===== src/rtl/btb_update_sched.sv =====
// btb_update_sched: queues branch-resolve BTB updates and slots their writes into cycles fetch leaves free
module btb_update_sched #(
    parameter int IDX_W      = 6,
    parameter int QDEPTH     = 4,
    parameter int STARVE_MAX = 3
) (
    input  logic               Clk,
    input  logic               Rst,
    input  logic               FetchReq,
    input  logic [31:0]        FetchAddress,
    output logic               FetchGrant,
    input  logic               ResValid,
    input  logic [31:0]        ResAddress,
    input  logic [31:0]        ResTarget,
    input  logic               ResTaken,
    input  logic               ResHit,
    input  logic [1:0]         ResBP,
    output logic               ResReady,
    output logic               BtbEn,
    output logic               BtbWe,
    output logic [IDX_W-1:0]   BtbIndex,
    output logic [29-IDX_W:0]  BtbWrTag,
    output logic [31:0]        BtbWrTarget,
    output logic [1:0]         BtbWrBP
);
    localparam int PW = $clog2(QDEPTH);
    localparam int SW = $clog2(STARVE_MAX + 1);

    typedef enum logic [1:0] {IDLE, PEND, FORCE} state_t;

    state_t            state_q, state_d;
    logic [PW:0]       cnt_q, cnt_d;
    logic [PW-1:0]     wp_q, rp_q;
    logic [SW-1:0]     starve_q, starve_d;
    logic              ready_q;
    logic [IDX_W-1:0]  idx_mem [QDEPTH];
    logic [29-IDX_W:0] tag_mem [QDEPTH];
    logic [31:0]       tgt_mem [QDEPTH];
    logic [1:0]        bp_mem  [QDEPTH];
    logic              enq, issue;
    logic [1:0]        new_bp;
    logic              unused;

    assign unused = ^{ResAddress[1:0], FetchAddress[31:IDX_W+2], FetchAddress[1:0]};

    // Accept filter, counter update, write-issue decision and next scheduler state
    always_comb begin
        enq      = ResValid && ready_q && (ResHit || ResTaken);
        issue    = (state_q == FORCE) || (state_q == PEND && !FetchReq);
        new_bp   = !ResHit ? 2'b10
                 : ResTaken ? (ResBP == 2'b11 ? 2'b11 : ResBP + 2'd1)
                 : (ResBP == 2'b00 ? 2'b00 : ResBP - 2'd1);
        cnt_d    = cnt_q + (PW+1)'(enq) - (PW+1)'(issue);
        starve_d = (issue || cnt_d == '0) ? '0
                 : (state_q == PEND && FetchReq && starve_q != SW'(STARVE_MAX)) ? starve_q + 1'b1
                 : starve_q;
        state_d  = cnt_d == '0 ? IDLE
                 : (cnt_d == (PW+1)'(QDEPTH) || starve_d >= SW'(STARVE_MAX)) ? FORCE
                 : PEND;
    end

    // Port mux: a queued write takes the BTB port and blocks the fetch lookup
    always_comb begin
        BtbWe       = issue;
        BtbEn       = issue || FetchReq;
        FetchGrant  = FetchReq && !issue;
        ResReady    = ready_q;
        BtbIndex    = issue ? idx_mem[rp_q] : FetchAddress[IDX_W+1:2];
        BtbWrTag    = issue ? tag_mem[rp_q] : '0;
        BtbWrTarget = issue ? tgt_mem[rp_q] : '0;
        BtbWrBP     = issue ? bp_mem[rp_q]  : '0;
    end

    // Scheduler state, occupancy and queue pointers
    always_ff @(posedge Clk) begin
        if (Rst) begin
            state_q  <= IDLE;
            cnt_q    <= '0;
            wp_q     <= '0;
            rp_q     <= '0;
            starve_q <= '0;
            ready_q  <= 1'b1;
        end else begin
            state_q  <= state_d;
            cnt_q    <= cnt_d;
            wp_q     <= wp_q + PW'(enq);
            rp_q     <= rp_q + PW'(issue);
            starve_q <= starve_d;
            ready_q  <= cnt_d < (PW+1)'(QDEPTH);
        end
    end

    // Queue payload storage; contents are don't-care while the slot is empty
    always_ff @(posedge Clk) begin
        if (enq) begin
            idx_mem[wp_q] <= ResAddress[IDX_W+1:2];
            tag_mem[wp_q] <= ResAddress[31:IDX_W+2];
            tgt_mem[wp_q] <= ResTarget;
            bp_mem[wp_q]  <= new_bp;
        end
    end
endmodule


===== config.mk =====
export PLATFORM = sky130hd
export DESIGN_NAME = btb_update_sched
export DESIGN_NICKNAME = d
export VERILOG_FILES = /design/src/rtl/btb_update_sched.sv
export SDC_FILE = /design/constraint.sdc
export NUM_CORES = 1
export LEC_CHECK = 0
export ABC_AREA = 1
export CAP_MARGIN = 40
export CELL_PAD_IN_SITES_DETAIL_PLACEMENT = 1
export CELL_PAD_IN_SITES_GLOBAL_PLACEMENT = 2
export CORE_MARGIN = 3
export CORE_UTILIZATION = 36
export DETAILED_ROUTE_END_ITERATION = 12
export PLACE_DENSITY_LB_ADDON = 0.1
export SYNTH_ARGS = -nofsm -noshare
export SYNTH_HDL_FRONTEND = slang
export SYNTH_SLANG_ARGS = --single-unit

===== constraint.sdc =====
create_clock -name Clk -period 9.2 [get_ports Clk]
set_input_delay 1.84 -clock Clk [delete_from_list [all_inputs] [get_ports Clk]]
set_output_delay 1.84 -clock Clk [all_outputs]
set_load 0.02 [all_outputs]

## Word-level counts from Yosys, hierarchy flattened

Memory sizes are Yosys's and may differ from the RTL's. A register that Yosys moved wholly into a read port is not among the register bits.
Cells that the tools add are included.

- Add/subtract/negate cells: 7
- Order comparisons: 2
- Eq/ne operators: 5
- Multiplexer cells: 17
- Reductions and logical operators: 16

Operators by type and width:

| cell | count |
|---|---|
| 32-bit two-way mux | 1 |
| 2-bit two-way mux | 12 |
| 24-bit two-way mux | 1 |
| 1-bit logical AND | 6 |
| 6-bit two-way mux | 1 |
| 1-bit logical OR | 5 |
| 2-bit by 1-bit adder with 2-bit output | 2 |
| 2-bit by 1-bit adder with 2-bit output, second input constant | 2 |
| 2-bit == test, second input constant | 2 |
| 3-bit by 1-bit adder with 3-bit output | 1 |
| 3-bit == test, second input constant | 1 |
| 3-bit logical NOT | 1 |
| 3-bit < comparator, second input constant | 1 |
| 3-bit by 1-bit subtractor with 3-bit output | 1 |
| 2-bit by 1-bit == test with 1-bit output, second input constant | 1 |
| 2-bit greater-or-equal comparator, second input constant | 1 |
| 1-bit logical NOT | 2 |
| 2-bit logical NOT | 1 |
| 1-bit two-way mux | 2 |
| 2-bit != test, second input constant | 1 |
| 2-bit OR reduction | 1 |
| 2-bit by 1-bit subtractor with 2-bit output, second input constant | 1 |

- Bits in registers: 12
- RAM bits: 256
- Bits of input ports: 104
- Output and inout port bits: 68
- Memories: 4

Memories:

| name | depth | width | rd ports | clocked after Yosys merged registers in | write ports | line | text |
|---|---|---|---|---|---|---|---|
| tgt_mem | 4 | 32 | 1 | 1 | 1 | 38 | `logic [31:0] tgt_mem [QDEPTH];` |
| tag_mem | 4 | 24 | 1 | 1 | 1 | 37 | `logic [29-IDX_W:0] tag_mem [QDEPTH];` |
| idx_mem | 4 | 6 | 1 | 1 | 1 | 36 | `logic [IDX_W-1:0] idx_mem [QDEPTH];` |
| bp_mem | 4 | 2 | 1 | 1 | 1 | 39 | `logic [1:0] bp_mem [QDEPTH];` |

## Depth between registers and ports, before layout

Gate-level depths: netlist of the first run.

- Word-level depth: 10
- Mapped depth: 18
- Gate-level depth less buffers: 17

## Least setup slack after synthesis of the first run

Ideal clock, no wire load.

- Path type: input to register
- From: input ResValid
- To: memory bp_mem[0][0], enable pin
- Library setup time: 565 ps
- Arrival time: 6466 ps
- Data required time: 8635 ps
- Setup slack: 2169 ps
- Cell stages on the path: 4
- Path buffers: 0
- Path through: nand2_1 nor2_1 inv_1 nor3_1

- Longest elaborated chain between the ends: 4

Ends and longest elaborated chain:

| element | line | text |
|---|---|---|
| start: declaration | 12 | `input logic ResValid,` |
| 1-bit logical AND (2 in a row) | 48 | `enq = ResValid && ready_q && (ResHit \|\| ResTaken);` |
| 1-bit two-way mux | 95 | `if (enq) begin` |
| 1-bit two-way mux (not written as such) | 99 | `bp_mem[wp_q] <= new_bp;` |
| end: declaration | 39 |  |

No other way between the ends.

## Final worst setup path of the first run

- From: input FetchReq
- To: output BtbWrTarget[31]

- Longest elaborated chain between the ends: 4

Ends and longest elaborated chain:

| element | line | text |
|---|---|---|
| start: declaration | 9 | `input logic FetchReq,` |
| 1-bit logical NOT | 49 | `issue = (state_q == FORCE) \|\| (state_q == PEND && !FetchReq);` |
| 1-bit logical AND | 49 |  |
| 1-bit logical OR | 49 |  |
| 32-bit two-way mux | 70 | `BtbWrTarget = issue ? tgt_mem[rp_q] : '0;` |
| end: declaration | 23 | `output logic [31:0] BtbWrTarget,` |

No other way between the ends.

==> results of run 1 <==
## worst max-delay path, delay by kind of cell
kind	cells	cell delay [ns]
simple gates	2	0.28
compound gates	1	0.15
buf+inv	4	1.77
## worst paths after layout
| check | startpoint | endpoint | slack, ns | cells past startpoint |
|---|---|---|---|---|
| max | FetchReq | BtbWrTarget[31] | 3.28 | 7 |
| min | cnt_q[1] | ResReady | 0.57 | 3 |
| max reg2reg | state_q[1] | state_q[0] | 6.61 | 14 |
| min reg2reg | cnt_q[1] | ResReady | 0.57 | 3 |
## flip-flops by register name (all words and copies together), names as in the netlist
signal    cells
starve_q      2
bp_mem        8
tag_mem      96
idx_mem      24
wp_q          2
ResReady      1
tgt_mem     128
rp_q          2
cnt_q         3
state_q       2
## cell families after synthesis
kind of cell | count (synthesis)
buffers and inverters | 72
xor gates and xnor gates | 2
and+or+nand+nor | 310
AOI/OAI and AO/OA | 197
DFF | 268
adders and majority gates | 6
## metrics by stage
| step | util | setup WS (ns) |
|---|---|---|
| 3_5_place_dp | 0.430 | 3.22 |
| 6_report | 0.459 | 3.28 |
| 2_1_floorplan | - | 2.17 |
| 5_1_grt | 0.459 | 3.13 |
| 3_3_place_gp | 0.427 | 2.60 |
| 4_1_cts | 0.459 | 3.21 |
## layout make-up
type                            count  area [µm²]
Clock buffer                       37         756
Clock inverter                     14        62.6
Fill cell                        3018       15600
Inverter                           24        91.3
Multi-Input combinational cell    515        2290
Sequential cell                   268        7930
Tap cell                          384         480
Timing Repair Buffer              159        1620
## Yosys cell counts
master,number,area share
a21oi_1,61,0.029
a31oi_1,6,0.0035
buf_1,8,0.0028
buf_2,8,0.0038
buf_4,6,0.0043
buf_6,11,0.012
clkbuf_1,15,0.0053
dfxtp_1,12,0.023
edfxtp_1,256,0.73
fa_1,1,0.0019
ha_1,5,0.0059
inv_1,21,0.0074
inv_2,3,0.0011
nand2_1,20,0.0071
nand2_2,1,0.00059
nand3_1,4,0.0019
nor2_1,279,0.099
nor3_1,6,0.0028
o21ai_0,127,0.060
o21ai_1,3,0.0014
xnor2_1,2,0.0017
## power groups by stage
stage	sequential [µW]	combinational [µW]	clock, µW
global route	1520	1230	1090
finish	1510	1090	1010
global placement	1530	1080	0
floorplan	1510	718	0
CTS	1510	1130	1040
detailed placement	1530	1120	0
## layer usage
layer  global-route usage  vias up  routed length [µm]
li1                     -     3289                   -
met1                0.208     3279               11400
met2                0.286      121               12600
met3               0.0336       32                1260
met4               0.0298        4                 322
met5                    0        -                  22
==> summary.md, run 1 <==
| Metric | Value |
|---|---|
| Outcome | finished, final reports clean |
| Hold Slack | 0.571 ns |
| Max transition margin | 0.505 |
| Crit. End Element | primary output |
| Endpoints failing hold | 0 |
| Die ar. | 31,500 µm² |
| Number of global-route vias before repair | 6,908 |
| Resized cells post-CTS | 0 |
| WP data required | 7.36 ns |
| Most frequent CP cell | clkdlybuf4s50_1 |
| Final setup fails | 0 |
| Die X | 177 µm |
| Initial DRC count | 325 |
| Clk network pwr share | 0.279 |
| Most frequent cells in the layout | nor2_1 (279), edfxtp_1 (256), clkdlybuf4s50_1 (143) |
| CTS Buf Count | 29 |
| Nets | 1,107 |
| DR pass1 iterations | 4 |
| LEAKAGE | 0.00450 µW |
| CTS Hold Bufs | 0 |
| Largest family of logic cells by synthesized area | simple AND/OR/NAND/NOR gates |
| Routed vias | 6,725 |
| # Post-CTS Setup Buffers | 0 |
| Post-route ant nets | 0 |
| Post-synthesis simple-gate area fraction | 0.111 |
| Power Internal | 2410 µW |
| # rows | 62 |
| Initial Util | 0.367 |
| DP Area | 12,400 µm² |
| Largest net degree at the start of global routing | 77 |
| Yosys cell types | 21 |
| CP cell instances | clkdlybuf4s50_1 -> nand2_1 -> nand2_2 -> buf_12 -> buf_4 -> a21oi_1 -> clkdlybuf4s50_1 |
| Die Span Y | 177 µm |
| I/O pins | 172 |
| Worst-Margin Slew | 0.743 ns |
| Final Skew | 0.00789 ns |
| Synth-to-Final Area Change | 25.0% |
| Unrepaired setup endpoints after global routing | false |
| Worst hold path type | flop to flop |
| Via/cell ratio | 4.80 |
| Logic pwr share | 0.303 |
| Crit path launch type | input port |
| CTS sink count | 268 |
| Post-route cell area | 13,200 µm² |
| Final wirelength | 25.6 mm |
| Clk buf depth | 3 |
| Initial antenna violation count | 2 |
| Placed insts | 1,350 |
| Yosys warns | 0 |
| First-pass GRT wire length | 39.3 mm |
| Final Instance Count excl. Fillers | 1,401 |
| Setup TNS | 0 ns |
| Inserted Diodes | 0 |
| Crit-path slowest cell | clkdlybuf4s50_1 |
| Multiplexer share of the synthesized area | 0 |
| CTS tree | built |
| Switching pwr | 1190 µW |
| Post-synthesis cell count | 855 |
| Adder-Cell Fraction of Synth Area | 0.00780 |
| Avg Cell Area, Syn | 12.4 µm² |
| Part of the power in registers | 0.418 |
| Global-route usage over all layers | 0.162 |
| Residual DRC count | 0 |
| Area of the core | 28,900 µm² |
| Crit Path Max Fanout | 31 |
| Clk pin slew, worst setup/hold paths | 0.06 ns |
| Total of max-cap violations | 0 |
| Clk root buf | clkbuf_16 |
| Syn nets | 965 |
| Synth Area in XOR/XNOR | 0.00165 |
| Highest clock rate | 0.169 GHz |
| CP Data Arrival Time | 4.08 ns |
| Fin. max-slew vios | 0 |
| Fin crit period | 5.92 ns |
| Final worst-path cycle share | 0.643 |
| Skew-Pair Late Insertion Delay | 0.54 ns |
| Largest stage delay, worst path | 0.58 ns |
| Grt ovf | 0 |
| CTS H-tree depth | 1 |
| Worst vdd ir | 0.000145 V |
| DP Wirelength | 14.3 mm |
| Routability cong. | 0.679 |
| Wire length per cell | 18.3 µm |
| Layout cells sized above 1 | 0.0619 |
| Post-synthesis compound-gate area fraction | 0.0939 |
| Crit path kind | input port to primary output |
| Pwr Total | 3610 µW |
| Most common cell after layout, fill and taps aside | nor2_1 |
| Seq cells post-synth | 268 |
| Pwr/cell area | 272 nW/µm² |
| Switching Share | 0.331 |
| Post-synthesis sequential area ratio | 0.749 |
| Mapped cell area | 10,600 µm² |
| Port Buffers | 143 |
Note: power is estimated with default switching activity, not from simulation.
==> run 2, diff against run 1 <==
- CORE_UTILIZATION: 36 -> 32
- clock period: 9.2 -> 5.3 ns (I/O delays scaled with it)
==> summary.md, run 2 (synthesis gave the netlist of run 1 again) <==
| Metric | Value |
|---|---|
| Outcome | finished, final reports clean |
| Endpoints failing hold | 0 |
| Most frequent cells in the layout | nor2_1 (279), edfxtp_1 (256), clkdlybuf4s50_1 (143) |
| Worst path top cell family by delay | buffers and inverters |
| Initial antenna violation count | 2 |
| Crit path kind | input port to primary output |
| LEAKAGE | 0.00455 µW |
| DR pass1 iterations | 4 |
| Residual DRC count | 0 |
| Final wirelength | 26.3 mm |
| Pwr Total | 6400 µW |
| Highest clock rate | 0.234 GHz |
| Final worst-path cycle share | 0.807 |
| Initial DRC count | 258 |
| Resized cells post-CTS | 0 |
| Fin. max-slew vios | 0 |
| Wire length per cell | 18.0 µm |
| Via/cell ratio | 4.63 |
| Die Span Y | 188 µm |
| Crit-path slowest cell | clkdlybuf4s50_1 |
| Final Skew | 0.0104 ns |
| Unrepaired setup endpoints after global routing | false |
| Die X | 188 µm |
| Synth-to-Final Area Change | 26.3% |
| Skew-Pair Late Insertion Delay | 0.54 ns |
| Clk pin slew, worst setup/hold paths | 0.06 ns |
| Layout cells sized above 1 | 0.0694 |
| Hold Slack | 0.573 ns |
| Routed vias | 6,755 |
| CTS H-tree depth | 1 |
| WP data required | 4.24 ns |
| Max reg flops | 128 |
| Port Buffers | 143 |
| Worst reg2reg path depth | 13 |
| WP buf/inv | 4 |
| Final Instance Count excl. Fillers | 1,458 |
| Largest stage delay, worst path | 0.65 ns |
| Crit. End Element | primary output |
| Switching Share | 0.328 |
| Largest registers | tgt_mem: 128 flops, tag_mem: 96 flops, idx_mem: 24 flops |
| Initial Util | 0.330 |
| Nets | 1,110 |
| Post-route ant nets | 0 |
| CTS Buf Count | 30 |
| Switching pwr | 2100 µW |
| Logic pwr share | 0.293 |
| Hold Crit Depth | 2 |
| Die ar. | 35,300 µm² |
| Area of the core | 32,000 µm² |
| DP Wirelength | 15.0 mm |
| Crit path launch type | input port |
| CTS tree | built |
| Total of max-cap violations | 0 |
| # Post-CTS Setup Buffers | 0 |
| DP Area | 12,500 µm² |
| Clk network pwr share | 0.295 |
| Most common cell after layout, fill and taps aside | nor2_1 |
| CP cell instances | clkdlybuf4s50_1 -> nand2_1 -> nand2_2 -> buf_4 -> buf_4 -> a21oi_1 -> clkdlybuf4s50_1 |
| Largest net degree at the start of global routing | 75 |
| Grt ovf | 0 |
| Setup TNS | 0 ns |
| Critical Path Stages | 7 |
| Number of global-route vias before repair | 7,038 |
| Clk buf depth | 3 |
| Worst vdd ir | 0.000310 V |
| Crit Path Max Fanout | 15 |
| CP Data Arrival Time | 3.22 ns |
| Part of the power in registers | 0.412 |
| Fin crit period | 4.28 ns |
| Register name with the most flops | tgt_mem |
| Power Internal | 4300 µW |
| First-pass GRT wire length | 40.3 mm |
| Global-route usage over all layers | 0.146 |
| CTS sink count | 268 |
| Routability cong. | 0.687 |
| I/O pins | 172 |
| Clk root buf | clkbuf_16 |
| Worst hold path type | flop to flop |
| CTS Hold Bufs | 0 |
| Pwr/cell area | 478 nW/µm² |
| Placed insts | 1,403 |
| Post-route cell area | 13,400 µm² |
| Inserted Diodes | 0 |
| Worst-Margin Slew | 0.801 ns |
| # rows | 65 |
| Final setup fails | 0 |
| Max transition margin | 0.466 |
run 2: changes by cell type in the layout (fill, tap and decap cells not counted), moves of 2 or more:
| cell | before | now |
|---|---|---|
| clkinv_2 | 9 | 11 |
| buf_16 | 2 | 0 |
| buf_4 | 12 | 15 |
| clkinv_1 | 6 | 4 |
| clkbuf_16 | 29 | 31 |
run 2: per-layer routing:
layer  part of all wire  global-route usage  up-vias
li1                   -                   -     3288
met1               0.45               0.185     3285
met2               0.49               0.259      143
met3              0.044              0.0284       35
met4              0.014              0.0312        4
met5             0.0015                   0        -
run 2: per-stage QoR:
step | utilization | setup slack (ns)
global route | 0.417 | 0.824
CTS | 0.417 | 0.974
global placement | 0.388 | 0.987
finish | 0.417 | 1.02
detailed placement | 0.389 | 0.977
floorplan | - | -0.951
run 2: layout make-up:
| cell class | count | area (µm²) |
|---|---|---|
| Clock buffer | 39 | 806 |
| Clock inverter | 16 | 104 |
| Fill cell | 3441 | 18700 |
| Inverter | 24 | 91.3 |
| Multi-Input combinational cell | 515 | 2290 |
| Sequential cell | 268 | 7930 |
| Tap cell | 435 | 544 |
| Timing Repair Buffer | 161 | 1600 |
run 2: power by group through the flow:
stage / Clock [µW] / Combinational [µW] / Sequential (µW)
floorplan: 0 / 1250 / 2610
global placement: 0 / 1910 / 2680
detailed placement: 0 / 1930 / 2680
CTS: 1960 / 1940 / 2640
global route: 2040 / 2110 / 2660
finish: 1890 / 1870 / 2630
run 2: worst paths after layout:
check | slack (ns) | startpoint | end
min | 0.57 | starve_q[0] | starve_q[0]
max reg2reg | 2.54 | state_q[1] | state_q[0]
max | 1.02 | FetchReq | BtbWrTarget[6]
min reg2reg | 0.57 | starve_q[0] | starve_q[0]
run 2: worst reg2reg max path, cell delays in order (launching register included):
cell     delay [ns]
dfxtp_1        0.35
inv_1          0.05
nand2_1        0.11
nand2_1        0.08
nand2_2        0.28
inv_2          0.27
ha_1           0.36
inv_1          0.04
ha_1           0.18
fa_1           0.45
nor2_1         0.16
nand3_1        0.12
nand2_1        0.14
nor2_1         0.06
==> run 3, diff against run 2 <==
- CORE_UTILIZATION: 32 -> 36
- clock period: 5.3 -> 4.4 ns (I/O delays scaled with it)
==> summary.md, run 3 (synthesis gave the netlist of run 1 again) <==
| Metric | Value |
|---|---|
| LEAKAGE | 0.00456 µW |
| Crit. End Element | primary output |
| Resized cells post-CTS | 0 |
| Largest registers | tgt_mem: 128 flops, tag_mem: 96 flops, idx_mem: 24 flops |
| CP Data Arrival Time | 2.89 ns |
| Most frequent cells in the layout | nor2_1 (279), edfxtp_1 (256), clkdlybuf4s50_1 (143) |
| Die Span Y | 177 µm |
| Worst path top cell family by delay | buffers and inverters |
| Nets | 1,111 |
| Number of global-route vias before repair | 7,038 |
| Worst hold path type | flop to flop |
| Port Buffers | 143 |
| Power Internal | 5230 µW |
| Largest net degree at the start of global routing | 109 |
| CTS tree | built |
| Layout cells sized above 1 | 0.0664 |
| Crit-path slowest cell | clkdlybuf4s50_1 |
| Post-route cell area | 13,400 µm² |
| Hold Slack | 0.577 ns |
| Fin. max-slew vios | 0 |
| Clk network pwr share | 0.296 |
| I/O pins | 172 |
| Unrepaired setup endpoints after global routing | false |
| Pwr/cell area | 579 nW/µm² |
| Final wirelength | 25.9 mm |
| Post-route ant nets | 0 |
| GR Layer Usage met1 | 0.203 |
| Grt ovf | 0 |
| Residual DRC count | 0 |
| DP Wirelength | 14.9 mm |
| CTS sink count | 268 |
| Routability cong. | 0.683 |
| Outcome | finished, final reports clean |
| Worst vdd ir | 0.000315 V |
| Footprint of the multi-input gates | 2290 µm² |
| Met2 GRT Util | 0.294 |
| DP Area | 12,500 µm² |
| Switching Share | 0.325 |
| Wire length per cell | 18.4 µm |
| Routing usage on met3 | 0.0336 |
| Global-route usage over all layers | 0.163 |
| Hold path start | starve_q[0] |
| Initial Util | 0.367 |
| Die ar. | 31,500 µm² |
| Final worst-path cycle share | 0.857 |
| Setup TNS | 0 ns |
| Inserted Diodes | 0 |
| Largest stage delay, worst path | 0.68 ns |
| Fin crit period | 3.77 ns |
| CTS Hold Bufs | 0 |
| CTS Buf Count | 29 |
| Crit Path Max Fanout | 15 |
| Switching pwr | 2520 µW |
| Max transition margin | 0.625 |
| Pwr Total | 7740 µW |
| Area of the core | 28,900 µm² |
| Worst-Margin Slew | 0.563 ns |
| Register area | 7930 µm² |
| Skew-Pair Late Insertion Delay | 0.54 ns |
| Die X | 177 µm |
| Crit path launch type | input port |
| Initial DRC count | 271 |
| Routed vias | 6,764 |
| Critical R2R Launch | state_q[0] |
| Endpoints failing hold | 0 |
| Crit path kind | input port to primary output |
| Initial antenna violation count | 2 |
| WP buf/inv | 3 |
| Max reg flops | 128 |
| First-pass GRT wire length | 39.3 mm |
| Clk pin slew, worst setup/hold paths | 0.06 ns |
| Clk root buf | clkbuf_16 |
| CP cell instances | clkdlybuf4s50_1 -> nand2_1 -> nand2_2 -> inv_2 -> nor2_1 -> a31oi_1 -> clkdlybuf4s50_1 |
| Synth-to-Final Area Change | 26.4% |
| Filler Cell Count | 3,021 |
| Part of the power in registers | 0.406 |
| Final setup fails | 0 |
| Highest clock rate | 0.265 GHz |
| CTS H-tree depth | 1 |
| WP data required | 3.52 ns |
| Via/cell ratio | 4.80 |
| DR pass1 iterations | 4 |
| # Post-CTS Setup Buffers | 0 |
| Final Util | 0.463 |
| Clk buf depth | 3 |
| Total of max-cap violations | 0 |
| # rows | 62 |
| Final Skew | 0.00860 ns |
| Most frequent CP cell | clkdlybuf4s50_1 |
| Most common cell after layout, fill and taps aside | nor2_1 |
| GR peak layer | met2 |
| Logic pwr share | 0.299 |
| Crit. Startpoint | FetchReq |
| Register name with the most flops | tgt_mem |
==> run 3: cell count changes in the layout (fill, tap and decap cells not counted), sizes merged <==
cell | before | now
clkinv | 16 | 11
buf | 18 | 20
clkbuf | 39 | 41
bufinv | 1 | 2
inv | 23 | 24
==> run 3: stage by stage <==
stage / worst slack, ns / cells
6_report: 0.630 / 1408
2_1_floorplan: -1.67 / 855
5_1_grt: 0.404 / 1408
3_3_place_gp: 0.695 / 1352
3_5_place_dp: 0.679 / 1354
4_1_cts: 0.536 / 1408
==> run 3: worst min-delay path, cell delays in order, from the launching register on <==
cell and delay, ns:
dfxtp_1 0.33, nor2_1 0.14, nor3_1 0.07
==> run 3: area by class of cell <==
class / count / share of cell area
Sequential cell: 268 / 0.593
Timing Repair Buffer: 163 / 0.125
Clock inverter: 13 / 0.00833
Inverter: 24 / 0.00683
Multi-Input combinational cell: 515 / 0.171
Tap cell: 384 / 0.0359
Clock buffer: 41 / 0.0591
==> run 3: power by group through the flow <==
stage               registers [µW]  clock network [µW]  logic [µW]
floorplan                     3150                   0        1500
global placement              3190                   0        2330
detailed placement            3200                   0        2370
CTS                           3150                2370        2380
global route                  3160                2460        2590
finish                        3140                2290        2310
==> run 3: worst paths after layout <==
check	to	depth (start not counted)	slack, ns
setup reg to reg	state_q[0]	13	1.94
setup / recovery	BtbIndex[4]	7	0.63
hold reg to reg	starve_q[0]	2	0.58
hold / removal	starve_q[0]	2	0.58
==> run 3: per-layer routing <==
metal	up-vias	wire, µm	share of wire
met5	-	16	0.00062
met4	4	463	0.018
met2	116	13100	0.51
li1	3300	-	-
met1	3312	11200	0.43
met3	32	1110	0.043
